[src/rtl/dispense_job_scheduler.sv]
// Order FIFO plus job FSM that turns colour orders into r/y/b drop-round jobs for the dispenser.
// Optional BUSY watchdog is compiled in with `define JOB_TIMEOUT_EN.
module dispense_job_scheduler #(
    parameter int DEPTH          = 4,
    parameter int ROUND_W        = 10,
    parameter int GAP_CYCLES     = 2,
    parameter int TIMEOUT_CYCLES = 1000000
) (
    input  logic                       clk,
    input  logic                       rst,
    input  logic                       order_valid,
    input  logic [3:0]                 order_color,
    output logic                       order_ready,
    output logic                       order_err,
    output logic                       job_valid,
    output logic [ROUND_W-1:0]         job_r_rounds,
    output logic [ROUND_W-1:0]         job_y_rounds,
    output logic [ROUND_W-1:0]         job_b_rounds,
    input  logic                       job_ack,
    input  logic                       job_done,
    output logic                       job_abort,
    output logic                       busy,
    output logic [$clog2(DEPTH+1)-1:0] pending
);
    localparam int PTR_W = $clog2(DEPTH);
    localparam int CNT_W = $clog2(DEPTH + 1);
    localparam int GAP_W = $clog2(GAP_CYCLES + 2);
    localparam int TO_W  = $clog2(TIMEOUT_CYCLES + 1);
`ifdef JOB_TIMEOUT_EN
    localparam bit TIMEOUT_EN = 1'b1;
`else
    localparam bit TIMEOUT_EN = 1'b0;
`endif

    typedef enum logic [1:0] {IDLE, ISSUE, BUSY, GAP} state_t;

    state_t             state_q, state_d;
    logic [2:0]         mem_q [DEPTH];
    logic [2:0]         mem_d [DEPTH];
    logic [PTR_W-1:0]   wr_ptr_q, wr_ptr_d, rd_ptr_q, rd_ptr_d;
    logic [CNT_W-1:0]   count_q, count_d;
    logic [GAP_W-1:0]   gap_cnt_q, gap_cnt_d;
    logic [TO_W-1:0]    to_cnt_q, to_cnt_d;
    logic               order_err_q, order_err_d;
    logic               job_valid_q, job_valid_d;
    logic               job_abort_q, job_abort_d;
    logic               busy_q, busy_d;
    logic [ROUND_W-1:0] r_q, r_d, y_q, y_d, b_q, b_d;
    logic               full, accept, push, pop, timeout;

    function automatic logic [3*ROUND_W-1:0] recipe(input logic [2:0] c);
        case (c)
            3'd0:    recipe = {ROUND_W'(5),  ROUND_W'(9),  ROUND_W'(9)};
            3'd1:    recipe = {ROUND_W'(10), ROUND_W'(0),  ROUND_W'(0)};
            3'd2:    recipe = {ROUND_W'(0),  ROUND_W'(10), ROUND_W'(0)};
            3'd3:    recipe = {ROUND_W'(0),  ROUND_W'(0),  ROUND_W'(10)};
            3'd4:    recipe = {ROUND_W'(5),  ROUND_W'(5),  ROUND_W'(0)};
            3'd5:    recipe = {ROUND_W'(0),  ROUND_W'(5),  ROUND_W'(5)};
            3'd6:    recipe = {ROUND_W'(5),  ROUND_W'(0),  ROUND_W'(5)};
            default: recipe = {ROUND_W'(3),  ROUND_W'(3),  ROUND_W'(3)};
        endcase
    endfunction

    // Invalid colours still complete the handshake; they only raise order_err.
    assign full   = (count_q == CNT_W'(DEPTH));
    assign accept = order_valid && !full;
    assign push   = accept && !order_color[3];
    assign pop    = (state_q == IDLE) && (count_q != '0);

    always_comb begin
        mem_d    = mem_q;
        wr_ptr_d = wr_ptr_q + PTR_W'(push);
        rd_ptr_d = rd_ptr_q + PTR_W'(pop);
        count_d  = count_q;
        if (push) mem_d[wr_ptr_q] = order_color[2:0];
        case ({push, pop})
            2'b10:   count_d = count_q + CNT_W'(1);
            2'b01:   count_d = count_q - CNT_W'(1);
            default: count_d = count_q;
        endcase
    end

    // Watchdog counter sits at zero outside BUSY, so it is cleared on every BUSY entry.
    always_comb begin
        gap_cnt_d = (state_q == GAP) ? gap_cnt_q + GAP_W'(1) : '0;
        to_cnt_d  = (TIMEOUT_EN && state_q == BUSY) ? to_cnt_q + TO_W'(1) : '0;
        timeout   = TIMEOUT_EN && (state_q == BUSY) && !job_done &&
                    (to_cnt_q == TO_W'(TIMEOUT_CYCLES - 1));
    end

    always_ff @(posedge clk or posedge rst) begin
        if (rst) begin
            state_q     <= IDLE;
            wr_ptr_q    <= '0;
            rd_ptr_q    <= '0;
            count_q     <= '0;
            gap_cnt_q   <= '0;
            to_cnt_q    <= '0;
            order_err_q <= 1'b0;
            job_valid_q <= 1'b0;
            job_abort_q <= 1'b0;
            busy_q      <= 1'b0;
            r_q         <= '0;
            y_q         <= '0;
            b_q         <= '0;
        end else begin
            state_q     <= state_d;
            wr_ptr_q    <= wr_ptr_d;
            rd_ptr_q    <= rd_ptr_d;
            count_q     <= count_d;
            gap_cnt_q   <= gap_cnt_d;
            to_cnt_q    <= to_cnt_d;
            order_err_q <= order_err_d;
            job_valid_q <= job_valid_d;
            job_abort_q <= job_abort_d;
            busy_q      <= busy_d;
            r_q         <= r_d;
            y_q         <= y_d;
            b_q         <= b_d;
        end
    end

    always_ff @(posedge clk) begin
        mem_q <= mem_d;
    end

    always_comb begin
        state_d = state_q;
        case (state_q)
            IDLE:    if (pop) state_d = ISSUE;
            ISSUE:   if (job_ack && job_valid_q) state_d = BUSY;
            BUSY:    if (job_done || timeout) state_d = (GAP_CYCLES == 0) ? IDLE : GAP;
            GAP:     if (gap_cnt_q == GAP_W'(GAP_CYCLES - 1)) state_d = IDLE;
            default: state_d = IDLE;
        endcase
    end

    // job_valid trails the ISSUE entry by one cycle, so an ack only counts once it is visible.
    always_comb begin
        job_valid_d = (state_q == ISSUE) && !(job_ack && job_valid_q);
        busy_d      = (state_d != IDLE);
        order_err_d = accept && order_color[3];
        job_abort_d = timeout;
        {r_d, y_d, b_d} = {r_q, y_q, b_q};
        if (pop) {r_d, y_d, b_d} = recipe(mem_q[rd_ptr_q]);
    end

    assign order_ready  = !full;
    assign order_err    = order_err_q;
    assign job_valid    = job_valid_q;
    assign job_abort    = job_abort_q;
    assign busy         = busy_q;
    assign pending      = count_q;
    assign job_r_rounds = r_q;
    assign job_y_rounds = y_q;
    assign job_b_rounds = b_q;
endmodule

[config.mk]
export PLATFORM = sky130hd
export DESIGN_NAME = dispense_job_scheduler
export DESIGN_NICKNAME = d
export VERILOG_FILES = /design/src/rtl/dispense_job_scheduler.sv
export SDC_FILE = /design/constraint.sdc
export NUM_CORES = 1
export LEC_CHECK = 0
export BUFFER_PORTS_ARGS = -buffer_cell sky130_fd_sc_hd__buf_2
export CORE_UTILIZATION = 55
export CTS_CLUSTER_DIAMETER = 200
export DETAILED_ROUTE_END_ITERATION = 16
export GPL_TIMING_DRIVEN = 0
export PLACE_DENSITY_LB_ADDON = 0.08
export SLEW_MARGIN = 15
export SYNTH_ARGS = -nofsm -noshare
export SYNTH_HDL_FRONTEND = slang
export SYNTH_SLANG_ARGS = --single-unit
[constraint.sdc]
create_clock -name clk -period 3.32 [get_ports clk]
set_input_delay 0.996 -clock clk [delete_from_list [all_inputs] [get_ports clk]]
set_output_delay 0.996 -clock clk [all_outputs]
set_load 0.01 [all_outputs]
======== Word-level counts from Yosys, hierarchy flattened ========
Cells that the tools add are included.
storage, ports and cells
  logic and storage cells ................. 67
  register bits after elaboration ......... 56
  input bits .............................. 9
  output and inout port bits .............. 38
operators by class
  eq/ne operators ......................... 13
  multiplexer cells ....................... 14
  magnitude comparators ................... 3
  bitwise logic cells ..................... 2
  $add $sub $neg .......................... 5
  reductions and logical operators ........ 15
operators by type and width
  kind                                                 count
  one-hot mux 24 bit (7 select lines)                  1
  bitwise mux 12 bit                                   1
  == test 3 bit (second input constant)                4
  two-way mux 2 bit                                    5
  two-way mux 3 bit                                    3
  one-hot mux 2 bit (4 select lines)                   1
  logical AND 1 bit                                    7
  binary-select mux 3 bit (select 2 bit)               1
  demux 3 bit (select 2 bit)                           1
  == test 2 x 1 -> 1 bit (second input constant)       3
  == test 2 bit (second input constant)                3
  == test 3 x 2 -> 1 bit (second input constant)       2
  >= comparator 3 bit (second input constant)          2
  inverter 2 -> 3 bit                                  2
  one-hot mux 3 bit (2 select lines)                   1
  adder 2 x 1 -> 2 bit                                 2
  nonzero test 2 bit                                   2
  adder 3 x 1 -> 3 bit (second input constant)         1
  == test 3 x 1 -> 1 bit (second input constant)       1
  zero test 1 bit                                      3
  zero test 3 bit                                      1
  < comparator 3 x 1 -> 1 bit (second input constant)  1
  nonzero test 3 bit                                   1
  subtractor 3 x 1 -> 3 bit (second input constant)    1
  2 further kinds                                      2

======== Logic depth before layout (Yosys ltp) ========
Gate-level depths: netlist of run 1.
  depth in word-level cells ............... 6
  gate-level depth with buffers ........... 9
  mapped depth without buffers ............ 9

======== Least setup slack after synthesis of run 1 ========
OpenSTA, ideal clock, no wires.
  path kind ............................... reg2reg
  start ................................... register count_q[0] (netlist: pending[0])
  end ..................................... register count_q[2] (netlist: pending[2])
  arrival time ............................ 2.141 ns
  path buffers ............................ 0
  slack ................................... 1.099 ns
  setup time .............................. 0.079 ns
  required time ........................... 3.241 ns
  cell stages (with the launch flop) ...... 9
  clock period less this slack ............ 2.221 ns
  path through ............................ dfrtp_1 or3b_2 nand3b_1 ha_1 inv_1 fa_1 xor2_1 nor2_1 xor2_1
between the ends
  cells in the longest elaborated chain, start to end .. 6
  elaborated cells between the ends (all ways) .. 12
  those cells by class .................... 2 x add/sub; 3 x eq/ne; 1 x mux; 6 x reduce/logical
RTL lines
  element                                                                          RTL line  text
  start, declared                                                                  41        logic [CNT_W-1:0] count_q, count_d;
  start signal, assigned                                                           110       count_q <= count_d;
  == test 3 bit (*)                                                                65        assign full = (count_q == CNT_W'(DEPTH));
  zero test 1 bit (*)                                                              -
  via order_ready                                                                  13        output logic order_ready,
  logical AND 1 bit (*)                                                            66        assign accept = order_valid && !full;
  logical AND 1 bit (*)                                                            67        assign push = accept && !order_color[3];
  == test 2 x 1 -> 1 bit / == test 2 bit (equally long branches)                   76        case ({push, pop})
  one-hot mux 3 bit (2 select lines) / nonzero test 2 bit (equally long branches)  -
The timed path passes the listed nets; every way through them passes the cells marked *.
A chain may end at the register's enable or synchronous reset.

======== Worst setup path in the final report of run 1 ========
  start ................................... register count_q[0] (netlist: pending[0])
  end ..................................... output port order_ready
between the ends
  cells in the longest elaborated chain, start to end .. 2
RTL lines
  element          RTL line  text
  == test 3 bit    65
  zero test 1 bit  148       assign order_ready = !full;
  end, declared    13
No other way between the ends.

==> flow_summary.json, run 1 <==
{
  "dr.pass1.iters": 4,
  "syn-cell-area_sq_mm": 0.001769,
  "setup_violations": 0,
  "p_leak_uw": 0.001005,
  "htreeDepth": 2,
  "yosysUniqueCellTypes": 35,
  "rsz0062_at_grt": "false",
  "die_w_microns": 58.72,
  "cts_tree": "built",
  "layout.nets": 209,
  "grt_max_degree": 27,
  "die_y_microns": 58.72,
  "drcViolationCount": 0,
  "cts_sinks": 38,
  "post_cts_buffers": 0,
  "wire_per_inst_microns": 11.73,
  "drt-vias-per-instance": 4.867,
  "port_buffers": 27,
  "diodes": 0,
  "end_kind": "output port",
  "clock_latency_ns": 0.34,
  "yosysSeqAreaShare_pct": 57.14,
  "boundaryPins": 47,
  "fin_skew_ns": 0.006275,
  "synth_mux_area_share_pct": 5.021,
  "drv_cap": 0,
  "overflow": 0,
  "die-area_sq_mm": 0.003447,
  "synth-seq-cells": 38,
  "arrival_ns": 1.48,
  "rr_worst_depth": 8,
  "hold_path_class": "flip-flop to flip-flop",
  "cts_buffers": 5,
  "final_area_sq_mm": 0.002076,
  "placeableCoreArea_sq_mm": 0.003053,
  "critical_path_class": "flip-flop to output port",
  "synth_edf_count": 12,
  "dpl.hpwl_mm": 2.097,
  "syn-instance-count": 143,
  "ir_worst_vdd_mv": 0.4398,
  "min_period_over_period_pct": 74.69,
  "first_iter_violations": 29,
  "vias": 1168,
  "synth_top_family_by_area": "simple AND/OR/NAND/NOR gates",
  "slew_headroom_pct": 34.11,
  "setup-tns-final_ns": 0,
  "hold_buffers": 0,
  "cts_resized": 0,
  "drive_gt1_share_pct": 30.61,
  "fp-row-count": 20,
  "worstMarginPinSlew_ns": 0.9872,
  "r2r_slack_ns": 1.03,
  "status": "finished clean",
  "grt_use_total_pct": 18.43,
  "yosysWarnings": 0,
  "clk_pin_slew_ns": 0.10,
  "async_flop_share_pct": 68.42,
  "hold_path_depth": 1,
  "synth-xor-area-share_pct": 3.465,
  "ant_nets": 0,
  "drv_slew": 0,
  "syn_to_final_growth_pct": 17.33,
  "hold_viol": 0,
  "gp_congestion": 0.7552,
  "grt_pass1_vias": 1040,
  "fmax_mhz": 403.3,
  "synthAdderAreaFrac_pct": 3.960,
  "period_needed_ns": 2.480,
  "grt_pass1_wl_mm": 4.560,
  "start_kind": "flip-flop",
  "synth_compound_area_share_pct": 8.911,
  "power.density_mw_per_mm2": 829.4,
  "postPlaceCellArea_sq_mm": 0.002027,
  "synth_flop_cell": "dfrtp_1",
  "max-clock-path-buffers": 2,
  "syn_area_per_cell_sq_um": 12.37,
  "start_util_pct": 57.95,
  "yosys.area_share.simple_pct": 10.96,
  "totalPowerFinal_uw": 1722,
  "required_ns": 2.32,
  "fin_util_pct": 67.99,
  "wl_mm": 2.814,
  "critPathMaxFanout": 6,
  "root_buffer": "clkbuf_4",
  "antenna_found_initial": 0
}
==> cells in the mapped netlist, drive strengths merged, types with 4 or more instances <==
| cell | n | area (sq um) |
|---|---|---|
| dfrtp | 26 | 650.6 |
| buf | 21 | 152.6 |
| edfxtp | 12 | 360.4 |
| o21ai | 10 | 50.05 |
| inv | 7 | 26.28 |
| nor2 | 6 | 22.52 |
| xor2 | 6 | 52.55 |
| nand2 | 5 | 18.77 |
| nor2b | 5 | 31.28 |
| o31ai | 5 | 42.54 |
| and3 | 4 | 25.02 |
| ha | 4 | 50.05 |
==> through the flow <==
| step | worst slack [ns] | hold WS, ns | cells |
|---|---|---|---|
| detailed placement | 0.9203 | 0.4214 | 232 |
| CTS | 0.8474 | 0.4364 | 240 |
| global placement | 0.9368 | 0.4178 | 232 |
| global route | 0.7985 | 0.4742 | 240 |
| floorplan | 1.099 | 0.4083 | 161 |
| finish | 0.8402 | 0.4341 | 240 |
==> state kept, by name (all words and copies together), names as in the netlist <==
register / cells
order_err: 1
mem_q: 12
busy: 1
job_b_rounds: 4
wr_ptr_q: 2
rd_ptr_q: 2
job_r_rounds: 4
state_q: 2
job_valid: 1
job_y_rounds: 4
gap_cnt_q: 2
pending: 3
==> metal layers <==
metal  vias up  global-route usage, %  share of wire [%]
met5         -                      0                  0
li1        571                      -                  -
met4         0                  7.143                1.7
met3         5                  7.033                6.8
met1       560                  22.96                 43
met2        32                  29.39                 48
==> where the power goes <==
group / switching [uW] / internal, uW
logic: 401 / 337
registers: 121 / 640
clock network: 138 / 84.4
==> cells in the final DEF, fill, tap and decap left out, types with 3 or more instances in the layout <==
| cell | instances |
|---|---|
| buf_2 | 29 |
| dfrtp_1 | 26 |
| buf_4 | 19 |
| conb_1 | 19 |
| edfxtp_1 | 12 |
| o21ai_0 | 10 |
| inv_1 | 7 |
| nor2_1 | 6 |
| xor2_1 | 6 |
| nand2_1 | 5 |
| nor2b_1 | 5 |
| clkbuf_4 | 5 |
| clkbuf_1 | 4 |
| o31ai_1 | 4 |
| and3_1 | 4 |
| ha_1 | 4 |
| mux4_2 | 3 |
| nor3_1 | 3 |
==> cell families after synthesis <==
logic type                 after synthesis
AOI/OAI and AO/OA                       23
xor gates and xnor gates                 7
adders and majority gates                5
buffers and inverters                   29
DFF                                     38
muxes                                    5
other                                    1
and+or+nand+nor                         35
==> critical path, stage by stage, from the launching register on <==
cell and delay [ns]:
dfrtp_1 0.45, or3b_2 0.53, buf_2 0.16
==> final cells by class <==
class / instances / area, sq um
Timing Repair Buffer: 27 / 135.1
Sequential cell: 38 / 1011
Clock buffer: 8 / 48.80
Tap cell: 44 / 55.05
Fill cell: 275 / 977.2
Buffer: 22 / 156.4
Multi-Input combinational cell: 94 / 643.1
Inverter: 7 / 26.28
==> worst paths after layout <==
| kind | from | end |
|---|---|---|
| max | pending[0]$_DFFE_PP0P_ | order_ready |
| min | gap_cnt_q[0]$_DFF_PP0_ | gap_cnt_q[0]$_DFF_PP0_ |
| max reg2reg | pending[0]$_DFFE_PP0P_ | pending[2]$_DFFE_PP0P_ |
| min reg2reg | gap_cnt_q[0]$_DFF_PP0_ | gap_cnt_q[0]$_DFF_PP0_ |
| max in group asynchronous | rst | order_err$_DFF_PP0_ |
| min in group asynchronous | rst | gap_cnt_q[0]$_DFF_PP0_ |
Power figures use the tool's default switching activity.
==> run 2, diff against run 1 <==
ABC_AREA = 1   (was not set)
CORE_UTILIZATION = 53   (was 55)
clock period = 2.3 ns   (was 3.32 ns; I/O delays follow)
==> run 2 against run 1 <==
Net effect: register-to-register slack worse by 0.79 ns; clock skew is 0.0010 ns higher; critical path type is now flip-flop to flip-flop; first-iteration DRC count is 28% higher; largest cell class unchanged; synthesized area is 9.5% higher; final cell count is 27% higher.
==> flow_summary.json, run 2 <==
{
  "status": "finished clean",
  "arrival_ns": 2.28,
  "rr_startpoint": "pending[1]$_DFFE_PP0P_",
  "cpPeakStageDelay_ns": 0.42,
  "grt_pass1_vias": 1271,
  "drv_cap": 0,
  "overflow": 0,
  "post_cts_buffers": 0,
  "vias": 1350,
  "hold_viol": 0,
  "synth_area_leaders": "dfrtp_1 (34%), edfxtp_1 (19%), nand2_1 (11%)",
  "rr_worst_depth": 9,
  "r2r_slack_ns": 0.24,
  "holdWs_ns": 0.4443,
  "die_y_microns": 62.45,
  "cp_slowest_cell": "dfrtp_1",
  "syn_to_final_growth_pct": 18.67,
  "synth_edf_count": 12,
  "largest_reg_flops": 12,
  "final_cell_mix": "nand2_1 (59), buf_2 (27), dfrtp_1 (26)",
  "grt_pass1_wl_mm": 5.230,
  "yosys.area.top_type": "dfrtp_1",
  "first_iter_violations": 37,
  "power.density_mw_per_mm2": 1300,
  "layout.nets": 271,
  "cts_resized": 0,
  "drive_gt1_share_pct": 31.40,
  "cp_cell_sequence": "inv_1 > nand3_1 > nand3_1 > ha_1 > inv_1 > fa_1 > a21oi_1 > o21ai_0 > xor2_1",
  "netlist_top_cells_count": "nand2_1 (59), dfrtp_1 (26), buf_4 (20)",
  "yosysSeqAreaShare_pct": 52.20,
  "drv_slew": 0,
  "p_leak_uw": 0.001237,
  "clk_pin_slew_ns": 0.11,
  "fp-row-count": 21,
  "die-area_sq_mm": 0.003900,
  "cts_buffers": 5,
  "boundaryPins": 47,
  "port_buffers": 27,
  "timing.final.ws_setup_ns": 0.2383,
  "cts_sinks": 38,
  "rsz0062_at_grt": "false",
  "grt_max_degree": 27,
  "wl_mm": 2.861,
  "reg2reg_to": "pending[2]$_DFFE_PP0P_",
  "fmax_mhz": 485.0,
  "async_flop_share_pct": 68.42,
  "dr.pass1.iters": 4,
  "min_period_over_period_pct": 89.64,
  "end_kind": "flip-flop",
  "timing.critical_path.from": "pending[1]$_DFFE_PP0P_",
  "yosysMostFrequentCell": "nand2_1",
  "htreeDepth": 2,
  "hold_buffers": 0,
  "synth_flop_cell": "dfrtp_1",
  "gp_congestion": 0.7844,
  "grt_use_total_pct": 17.20,
  "worstMarginPinSlew_ns": 0.9393,
  "fin_util_pct": 67.29,
  "ir_worst_vdd_mv": 0.7906,
  "fin_skew_ns": 0.007322,
  "setup-tns-final_ns": 0,
  "hold_path_class": "flip-flop to flip-flop",
  "required_ns": 2.52,
  "drcViolationCount": 0,
  "root_buffer": "clkbuf_4",
  "syn_area_per_cell_sq_um": 9.448,
  "largest_register": "mem_q",
  "ant_nets": 0,
  "wire_per_inst_microns": 9.411,
  "die_w_microns": 62.45,
  "antenna_found_initial": 0,
  "totalPowerFinal_uw": 2988,
  "start_kind": "flip-flop",
  "cp-endpoint": "pending[2]$_DFFE_PP0P_",
  "start_util_pct": 56.70,
  "period_needed_ns": 2.062,
  "critical_path_class": "flip-flop to flip-flop",
  "cts_tree": "built",
  "netlist.area_leader.share_pct": 33.59,
  "setup_violations": 0,
  "placeableCoreArea_sq_mm": 0.003416,
  "synth-seq-cells": 38,
  "yosysUniqueCellTypes": 26,
  "final_common_cell": "nand2_1",
  "slew_headroom_pct": 37.31,
  "diodes": 0,
  "dpl.hpwl_mm": 2.186,
  "max-clock-path-buffers": 2,
  "drt-vias-per-instance": 4.441,
  "yosysWarnings": 0,
  "place_ws_ns": 0.1184,
  "clock_latency_ns": 0.34,
  "syn-instance-count": 205,
  "critPathMaxFanout": 6,
  "syn-cell-area_sq_mm": 0.001937
}
## run 2: cell count changes after synthesis, moves of 7 or more
cell,change
o21ai_1,+8
nand2_1,+54
o21ai_0,-8
nand2_2,+7
nand3_2,+9
inv_1,+11
## run 2: metrics by stage
step	instance area, sq um	std cells
after floorplan	2004	223
after global placement	2197	296
after detailed placement	2197	296
after CTS	2298	304
after global routing	2298	304
final	2298	304
## run 2: cell families after synthesis
group / count (synthesis) / share of synthesized area (%)
AO/OA/AOI/OAI: 12 / 3.230
XOR/XNOR: 4 / 1.809
adder cells (fa/ha/maj): 5 / 3.618
buffers and inverters: 46 / 14.21
flip-flops: 38 / 52.20
other: 1 / 0.1936
AND/OR/NAND/NOR: 99 / 24.74
## run 2: area by class of cell
| class | count | area (sq um) |
|---|---|---|
| fillers | 300 | 1117 |
| flip-flops and latches | 38 | 1011 |
| multi-input cells | 139 | 718.2 |
| plain buffers | 23 | 183.9 |
| repair buffers | 27 | 135.1 |
| inverters | 23 | 91.34 |
| clock inverters | 3 | 63.81 |
| well taps | 46 | 57.56 |
| clock buffers | 5 | 37.54 |
## run 2: how the worst min path moves through the flow
stage                           startpoint                     end  cells past startpoint
finish              gap_cnt_q[0]$_DFF_PP0_  gap_cnt_q[0]$_DFF_PP0_                      1
global route        gap_cnt_q[0]$_DFF_PP0_  gap_cnt_q[0]$_DFF_PP0_                      1
CTS                 gap_cnt_q[0]$_DFF_PP0_  gap_cnt_q[0]$_DFF_PP0_                      1
detailed placement  gap_cnt_q[0]$_DFF_PP0_  gap_cnt_q[0]$_DFF_PP0_                      1
global placement    gap_cnt_q[0]$_DFF_PP0_  gap_cnt_q[0]$_DFF_PP0_                      1
floorplan           gap_cnt_q[0]$_DFF_PP0_  gap_cnt_q[0]$_DFF_PP0_                      1
## run 2: layer usage
metal	wire length [microns]	GRT usage, %	vias up
li1	-	-	708
met1	1298	20.42	592
met2	1321	29.21	45
met3	204	5.474	5
met4	36	6.105	0
met5	0	0	-
## run 2: critical path, delay by kind of cell, from the launching register on
kind	cells	cell delay (ns)
xor+xnor	1	0.16
compound gates	2	0.25
flops	1	0.42
fa+ha+maj	2	0.57
simple gates	2	0.35
buf+inv	2	0.19
## run 2: power breakdown
part           switching (uW)  internal [uW]
Combinational             852            530
Sequential                130            928
Clock                     213            335
